<file path="src/rtl/tx_baseband_pkg.sv">
// Shared types, fixed-point constants and the output saturation helper for the
// transmit baseband path.
package tx_baseband_pkg;

  typedef enum logic [1:0] {
    IDLE    = 2'd0,
    RUN     = 2'd1,
    STARVED = 2'd2
  } state_t;

  localparam int SAMPLE_W    = 16;
  localparam int FRAC_W      = 15;
  localparam int ROUND_CONST = 16384;
  localparam int SAT_MAX     = 32767;
  localparam int SAT_MIN     = -32768;

  // Clamp the rounded, rescaled mixer result into the signed Q1.15 range.
  function automatic logic signed [SAMPLE_W-1:0] saturate(input logic signed [17:0] x);
    logic signed [17:0] hi_v;
    logic signed [17:0] lo_v;
    hi_v = 18'(SAT_MAX);
    lo_v = 18'(SAT_MIN);
    if (x > hi_v) begin
      return 16'(SAT_MAX);
    end else if (x < lo_v) begin
      return 16'(SAT_MIN);
    end else begin
      return x[SAMPLE_W-1:0];
    end
  endfunction

endpackage

</file>
<file path="src/rtl/tx_baseband_transmitter_upmix.sv">
// Mixer back half: registered products, then subtract, round, rescale and
// saturate into the registered DAC sample.
module tx_upmix_stage
  import tx_baseband_pkg::*;
(
  input  logic                       clock,
  input  logic                       reset,
  input  logic                       sample_valid,
  input  logic signed [SAMPLE_W-1:0] i_sample,
  input  logic signed [SAMPLE_W-1:0] q_sample,
  input  logic signed [SAMPLE_W-1:0] cos_sample,
  input  logic signed [SAMPLE_W-1:0] sin_sample,
  output logic signed [SAMPLE_W-1:0] data_out,
  output logic                       data_out_valid
);

  logic signed [31:0] p1_r;
  logic signed [31:0] p2_r;
  logic               s1_valid_r;
  logic signed [32:0] diff_s;
  logic signed [32:0] rnd_s;
  logic signed [17:0] shifted_s;

  // Stage S1: full-precision products of the aligned sample and carrier.
  always_ff @(posedge clock) begin
    if (reset) begin
      p1_r       <= 32'sd0;
      p2_r       <= 32'sd0;
      s1_valid_r <= 1'b0;
    end else begin
      p1_r       <= 32'(i_sample) * 32'(cos_sample);
      p2_r       <= 32'(q_sample) * 32'(sin_sample);
      s1_valid_r <= sample_valid;
    end
  end

  // Difference is kept at 33 bits so the extreme corner cannot wrap before rounding.
  assign diff_s    = 33'(p1_r) - 33'(p2_r);
  assign rnd_s     = diff_s + 33'(ROUND_CONST);
  assign shifted_s = rnd_s[32:FRAC_W];

  // Stage S2: saturated output; the sample is forced to zero whenever it is not valid.
  always_ff @(posedge clock) begin
    if (reset) begin
      data_out       <= 16'sd0;
      data_out_valid <= 1'b0;
    end else if (s1_valid_r) begin
      data_out       <= saturate(shifted_s);
      data_out_valid <= 1'b1;
    end else begin
      data_out       <= 16'sd0;
      data_out_valid <= 1'b0;
    end
  end

endmodule

</file>
<file path="src/rtl/tx_baseband_transmitter.sv">
// Block-to-stream transmitter: 2-slot ping-pong buffer, serializer FSM,
// carrier alignment stage S0 and the up-mixer feeding the DAC.
module tx_baseband_transmitter
  import tx_baseband_pkg::*;
#(
  parameter int NUMBER_OF_PATH = 4,
  parameter int UNDERFLOW_W    = 16
) (
  input  logic                                 clock,
  input  logic                                 reset,
  input  logic                                 enable,
  input  logic [SAMPLE_W*NUMBER_OF_PATH-1:0]   s_data_i,
  input  logic [SAMPLE_W*NUMBER_OF_PATH-1:0]   s_data_q,
  input  logic                                 s_valid,
  output logic                                 s_ready,
  input  logic signed [SAMPLE_W-1:0]           carrier_cos,
  input  logic signed [SAMPLE_W-1:0]           carrier_sin,
  output logic signed [SAMPLE_W-1:0]           data_out,
  output logic                                 data_out_valid,
  output logic [UNDERFLOW_W-1:0]               underflow_count
);

  localparam int IDX_W = $clog2(NUMBER_OF_PATH);
  localparam logic [IDX_W-1:0] LAST_IDX = IDX_W'(NUMBER_OF_PATH - 1);
  localparam logic [IDX_W-1:0] IDX_ONE  = IDX_W'(1);
  localparam logic [IDX_W-1:0] IDX_ZERO = IDX_W'(0);

  logic [SAMPLE_W*NUMBER_OF_PATH-1:0] slot_i_r [2];
  logic [SAMPLE_W*NUMBER_OF_PATH-1:0] slot_q_r [2];
  logic                               wr_ptr_r;
  logic                               rd_ptr_r;
  logic [1:0]                         count_r;
  logic                               wr_en_s;
  logic                               release_s;

  state_t                             state_r;
  state_t                             state_nx_s;
  logic [IDX_W-1:0]                   idx_r;
  logic [IDX_W-1:0]                   idx_nx_s;
  logic                               present_s;
  logic                               starve_s;
  logic [UNDERFLOW_W-1:0]             underflow_r;

  logic signed [SAMPLE_W-1:0]         cur_i_s;
  logic signed [SAMPLE_W-1:0]         cur_q_s;
  logic signed [SAMPLE_W-1:0]         s0_i_r;
  logic signed [SAMPLE_W-1:0]         s0_q_r;
  logic signed [SAMPLE_W-1:0]         s0_cos_r;
  logic signed [SAMPLE_W-1:0]         s0_sin_r;
  logic                               s0_valid_r;

  assign s_ready         = (count_r < 2'd2);
  assign wr_en_s         = s_valid && s_ready;
  assign release_s       = (state_r == RUN) && (idx_r == LAST_IDX);
  assign underflow_count = underflow_r;

  // Ping-pong buffer: a write and a release on the same edge leave the count unchanged.
  always_ff @(posedge clock) begin
    if (reset) begin
      slot_i_r[0] <= '0;
      slot_i_r[1] <= '0;
      slot_q_r[0] <= '0;
      slot_q_r[1] <= '0;
      wr_ptr_r    <= 1'b0;
      rd_ptr_r    <= 1'b0;
      count_r     <= 2'd0;
    end else begin
      if (wr_en_s) begin
        slot_i_r[wr_ptr_r] <= s_data_i;
        slot_q_r[wr_ptr_r] <= s_data_q;
        wr_ptr_r           <= ~wr_ptr_r;
      end
      if (release_s) begin
        rd_ptr_r <= ~rd_ptr_r;
      end
      case ({wr_en_s, release_s})
        2'b10:   count_r <= count_r + 2'd1;
        2'b01:   count_r <= count_r - 2'd1;
        default: count_r <= count_r;
      endcase
    end
  end

  // FSM state and path index register.
  always_ff @(posedge clock) begin
    if (reset) begin
      state_r <= IDLE;
      idx_r   <= IDX_ZERO;
    end else begin
      state_r <= state_nx_s;
      idx_r   <= idx_nx_s;
    end
  end

  // Next state; at the last path only a block already sitting in the other slot continues the run.
  always_comb begin
    state_nx_s = state_r;
    idx_nx_s   = idx_r;
    case (state_r)
      IDLE: begin
        if (enable && (count_r != 2'd0)) begin
          state_nx_s = RUN;
          idx_nx_s   = IDX_ZERO;
        end else begin
          state_nx_s = IDLE;
        end
      end
      RUN: begin
        if (idx_r == LAST_IDX) begin
          idx_nx_s = IDX_ZERO;
          if (enable && (count_r == 2'd2)) begin
            state_nx_s = RUN;
          end else if (enable) begin
            state_nx_s = STARVED;
          end else begin
            state_nx_s = IDLE;
          end
        end else begin
          idx_nx_s = idx_r + IDX_ONE;
        end
      end
      STARVED: begin
        if (!enable) begin
          state_nx_s = IDLE;
        end else if (count_r != 2'd0) begin
          state_nx_s = RUN;
          idx_nx_s   = IDX_ZERO;
        end else begin
          state_nx_s = STARVED;
        end
      end
      default: begin
        state_nx_s = IDLE;
        idx_nx_s   = IDX_ZERO;
      end
    endcase
  end

  // FSM outputs decoded from the registered state.
  always_comb begin
    present_s = 1'b0;
    starve_s  = 1'b0;
    case (state_r)
      RUN:     present_s = 1'b1;
      STARVED: starve_s  = 1'b1;
      default: begin
        present_s = 1'b0;
        starve_s  = 1'b0;
      end
    endcase
  end

  // Saturating count of cycles spent waiting for data while enabled.
  always_ff @(posedge clock) begin
    if (reset) begin
      underflow_r <= '0;
    end else if (starve_s && (underflow_r != {UNDERFLOW_W{1'b1}})) begin
      underflow_r <= underflow_r + UNDERFLOW_W'(1);
    end
  end

  assign cur_i_s = slot_i_r[rd_ptr_r][SAMPLE_W*int'(idx_r) +: SAMPLE_W];
  assign cur_q_s = slot_q_r[rd_ptr_r][SAMPLE_W*int'(idx_r) +: SAMPLE_W];

  // Stage S0: capture the presented path together with the carrier on the bus.
  always_ff @(posedge clock) begin
    if (reset) begin
      s0_i_r     <= 16'sd0;
      s0_q_r     <= 16'sd0;
      s0_cos_r   <= 16'sd0;
      s0_sin_r   <= 16'sd0;
      s0_valid_r <= 1'b0;
    end else begin
      s0_valid_r <= present_s;
      if (present_s) begin
        s0_i_r   <= cur_i_s;
        s0_q_r   <= cur_q_s;
        s0_cos_r <= carrier_cos;
        s0_sin_r <= carrier_sin;
      end
    end
  end

  tx_upmix_stage u_upmix (
    .clock          (clock),
    .reset          (reset),
    .sample_valid   (s0_valid_r),
    .i_sample       (s0_i_r),
    .q_sample       (s0_q_r),
    .cos_sample     (s0_cos_r),
    .sin_sample     (s0_sin_r),
    .data_out       (data_out),
    .data_out_valid (data_out_valid)
  );

endmodule

</file>
<file path="config.mk">
export PLATFORM = sky130hd
export DESIGN_NAME = tx_baseband_transmitter
export DESIGN_NICKNAME = d
export VERILOG_FILES = /design/src/rtl/tx_baseband_pkg.sv /design/src/rtl/tx_baseband_transmitter_upmix.sv /design/src/rtl/tx_baseband_transmitter.sv
export SDC_FILE = /design/constraint.sdc
export NUM_CORES = 2
export LEC_CHECK = 0
export CORE_UTILIZATION = 60
export CTS_BUF_LIST = sky130_fd_sc_hd__clkbuf_4
export DETAILED_ROUTE_END_ITERATION = 16
export PLACE_DENSITY = 0.82
export SYNTH_ARGS = -nofsm -noshare
export SYNTH_HDL_FRONTEND = slang
export SYNTH_HIERARCHICAL = 1
export SYNTH_SLANG_ARGS = --single-unit
</file>
<file path="constraint.sdc">
create_clock -name clock -period 11.7 [get_ports clock]
set_input_delay 1.17 -clock clock [delete_from_list [all_inputs] [get_ports clock]]
set_output_delay 1.17 -clock clock [all_outputs]
set_load 0.005 [all_outputs]
</file>
==> results.toml <==
[outcome]
status = "finished, final reports clean"

[power]
pwr-share-comb_pct = 25.4
p_switching_mw = 1.411
ir_drop_mv = 0.09553
p_sw_share_pct = 32.63
p_leak_nw = 19.36
cell_internal_pwr_mw = 2.913
p_per_area_nw_per_um2 = 103.4
p_seq_share_pct = 43.2
finalPower_mw = 4.324
power.clock.fraction_pct = 31.4

[route]
drc = 0
post_drt_wl_per_cell_um = 17.95
viasPerCell = 5.534
drtPass1Iterations = 6
drt_first_iter_violations = 1785
routed_wl_um = 84200
dr_total_vias = 25966
ant_nets = 0

[placement]
gp_congestion = 0.9021
portBuffers = 197
dp_hpwl_um = 62460
placed_cell_area_sq_um = 40330

[yosys]
synth_edf_count = 256
ys.flop_type = "edfxtp_1"
synth.net_count = 4501
syn-cell-area_sq_um = 37780
ys_seq_area_share_pct = 29.46
syn_area_per_cell_sq_um = 10.54
synth_cells = 3585
async_flop_share_pct = 0
ys_warn_count = 6
ys_ff_latch = 428
yosysUniqueCellTypes = 83

[timing]
fin_crit_ns = 6.755
layout_worst_path_cycle_share_pct = 57.74
rsz0062_at_grt = "false"
tns_ns = 0
hold_viol_final = 0
tightest_slew_ns = 1.091
worst_hold_slack_ns = 0.4420
report.final.slew_viol_count = 0
finClkSkew_ns = 0.1414
finalSetupViolCount = 0
fmax_mhz = 148.0
slew_headroom_pct = 27.24

[global_routing]
antenna_found_initial = 2
grt_pass1_vias = 27623
grt_max_degree = 130
grt_pass1_wl_um = 138400
grt_usage_pct = 27.61
grt-ovfl-total = 0

[clock_tree]
clk_path_buf_depth = 3
cts_inserted_buffers = 111
cts_tree = "done"
hold_buffers = 0
cts-resized-gates = 0
cts_setup_buffers = 0
cts_sinks = 428
root_buffer = "clkbuf_4"
cts.reportedPaths.clkPinSlew_ns = 0.07
htreeDepth = 3
insertion_delay_ns = 0.93

[finish]
finish.instance_area_sq_um = 41840
finalNetCount = 4675
final_common_cell = "inv_1"
drive_gt1_share_pct = 7.710
n_fill_cell = 4678
finalCoreUtilization_pct = 67.55
area_growth_pct = 10.75
final_cell_mix = "inv_1, fa_1, and2_1, nand2_1, edfxtp_1"

[run]
cap_violations = 0

[setup_path]
startpoint_type = "flip-flop"
crit_buf_inv = 3
crit_path_max_incr_delay_ns = 0.73
worstReg2RegStart = "s0_i_r[12]$_SDFFE_PP0N_"
reg2reg_slack_ns = 4.94
critPathTopFamily = "adder cells"
path_max_fanout = 17
critPathKind = "flip-flop to flip-flop"
crit_required_ns = 12.52
path_cells = "nand2_1 -> fa_1 -> fa_1 -> inv_1 -> fa_1 -> inv_1 -> fa_1 -> fa_1 -> fa_1 -> inv_1 -> ha_1 -> a21oi_1 -> o21ai_0 -> a221o_1 -> o21ai_1 -> a21oi_1 -> a41oi_1 -> a21oi_1 -> nor4bb_1 -> or4_1"
cpMostUsedCell = "fa_1"
crit_arrival_ns = 7.57
end_kind = "flip-flop"
slowest_stage = "dfxtp_1"
crit-reg2reg-capture = "u_upmix/p1_r[30]$_SDFF_PP0_"
r2r_cells = 20

[worst_hold_path]
hold_path_class = "flip-flop to flip-flop"
hp-start = "s0_valid_r$_SDFF_PP0_"
min_to = "u_upmix/s1_valid_r$_SDFF_PP0_"
worstHoldPathCells = 1

[die]
initial_core_util_pct = 61.00
die_h_um = 252.9
core_area_sq_um = 61940
die_area_sq_um = 63970
rows = 91
io_pins = 198
fp.dieW_um = 252.9
[sequential cells by signal (all words and copies together), names as in the netlist, 32 cells and up, named ones only]
| register | count |
|---|---|
| slot_i_r | 128 |
| slot_q_r | 128 |
| u_upmix/p1_r | 32 |
| u_upmix/p2_r | 32 |
[through the flow]
step / setup WS [ns] / instances
after floorplan: 3.839 / 3585
after global placement: 5.011 / 4483
after detailed placement: 4.938 / 4483
after CTS: 4.948 / 4689
after global routing: 4.540 / 4691
final: 4.945 / 4692
[worst max-delay path by stage]
stage | start | slack [ns] | depth (start not counted) | endpoint
5_1_grt | s0_i_r[12]$_SDFFE_PP0N_ | 4.54 | 20 | u_upmix/p1_r[30]$_SDFF_PP0_
3_3_place_gp | s0_i_r[12]$_SDFFE_PP0N_ | 5.01 | 20 | u_upmix/p1_r[30]$_SDFF_PP0_
3_5_place_dp | s0_i_r[12]$_SDFFE_PP0N_ | 4.94 | 20 | u_upmix/p1_r[30]$_SDFF_PP0_
2_1_floorplan | s_valid | 3.84 | 2 | slot_i_r[0][0]$_SDFFCE_PN0P_
4_1_cts | s0_i_r[12]$_SDFFE_PP0N_ | 4.95 | 20 | u_upmix/p1_r[30]$_SDFF_PP0_
6_report | s0_i_r[12]$_SDFFE_PP0N_ | 4.94 | 20 | u_upmix/p1_r[30]$_SDFF_PP0_
[layer usage]
layer,up-vias,global-route usage (%),wire [um]
met2,958,46.61,42250
met3,185,5.469,5923
met5,-,0,0
met4,0,10.08,2638
li1,11820,-,-
met1,13003,35.38,33390
[power by group through the flow]
stage / clock network [mW] / registers (mW) / logic (mW)
after floorplan: 0 / 1.82 / 0.806
after global placement: 0 / 1.89 / 1.06
after detailed placement: 0 / 1.90 / 1.08
after CTS: 1.39 / 1.86 / 1.09
after global routing: 1.47 / 1.88 / 1.22
final: 1.36 / 1.87 / 1.10
[layout make-up]
type | count | area [sq um] | area share [%]
Timing Repair Buffer | 210 | 2071 | 4.949
Clock inverter | 34 | 212.7 | 0.5084
Multi-Input combinational cell | 2394 | 23770 | 56.81
Tap cell | 837 | 1047 | 2.503
Inverter | 614 | 2305 | 5.508
Sequential cell | 428 | 11140 | 26.61
Antenna cell | 3 | 7.507 | 0.01794
Clock buffer | 172 | 1291 | 3.086
[synthesized netlist by cell type, drive strengths merged (3+ instances only)]
library cell,count,area (sq um)
o21a,9,67.56
a21oi,99,495.5
buf,24,140.1
o2111ai,4,35.03
or2,5,31.28
nor4,6,43.79
a2111oi,3,32.53
xor2,37,324.1
o211ai,4,30.03
nor3,58,290.3
o21bai,11,93.84
nor2b,22,137.6
o21ai,57,285.3
nand2,338,1269
a211o,3,26.28
inv,614,2305
nor4b,3,32.53
clkbuf,125,470.5
and2,503,3147
xnor2,51,446.7
o41ai,3,45.05
nand4,12,96.34
o22ai,34,212.7
dfxtp,172,3443
mux4,64,1441
nand2b,15,93.84
a31o,3,26.28
a21o,43,322.8
nand3,16,92.59
fa,524,10490
a31oi,11,75.07
and3,6,37.54
nor2,155,581.8
ha,228,2853
or4,3,22.52
or3,10,67.56
edfxtp,256,7687
a211oi,14,110.1
[cells by family after synthesis]
group | synth area share [%]
buffers and inverters | 7.716
adder cells (fa/ha/maj) | 35.32
AND/OR/NAND/NOR | 16.04
multiplexers | 3.928
XOR/XNOR | 2.040
AO/OA/AOI/OAI | 5.501
flip-flops | 29.46
[worst register-to-register path, cell delays in order (launching register included)]
cell and delay [ns]:
dfxtp_1 0.73, nand2_1 0.19, fa_1 0.53, fa_1 0.56
inv_1 0.05, fa_1 0.49, inv_1 0.06, fa_1 0.54
fa_1 0.43, fa_1 0.49, inv_1 0.04, ha_1 0.38
a21oi_1 0.16, o21ai_0 0.11, a221o_1 0.33, o21ai_1 0.27
a21oi_1 0.19, a41oi_1 0.33, a21oi_1 0.15, nor4bb_1 0.16
or4_1 0.51
Power figures use the tool's default switching activity.
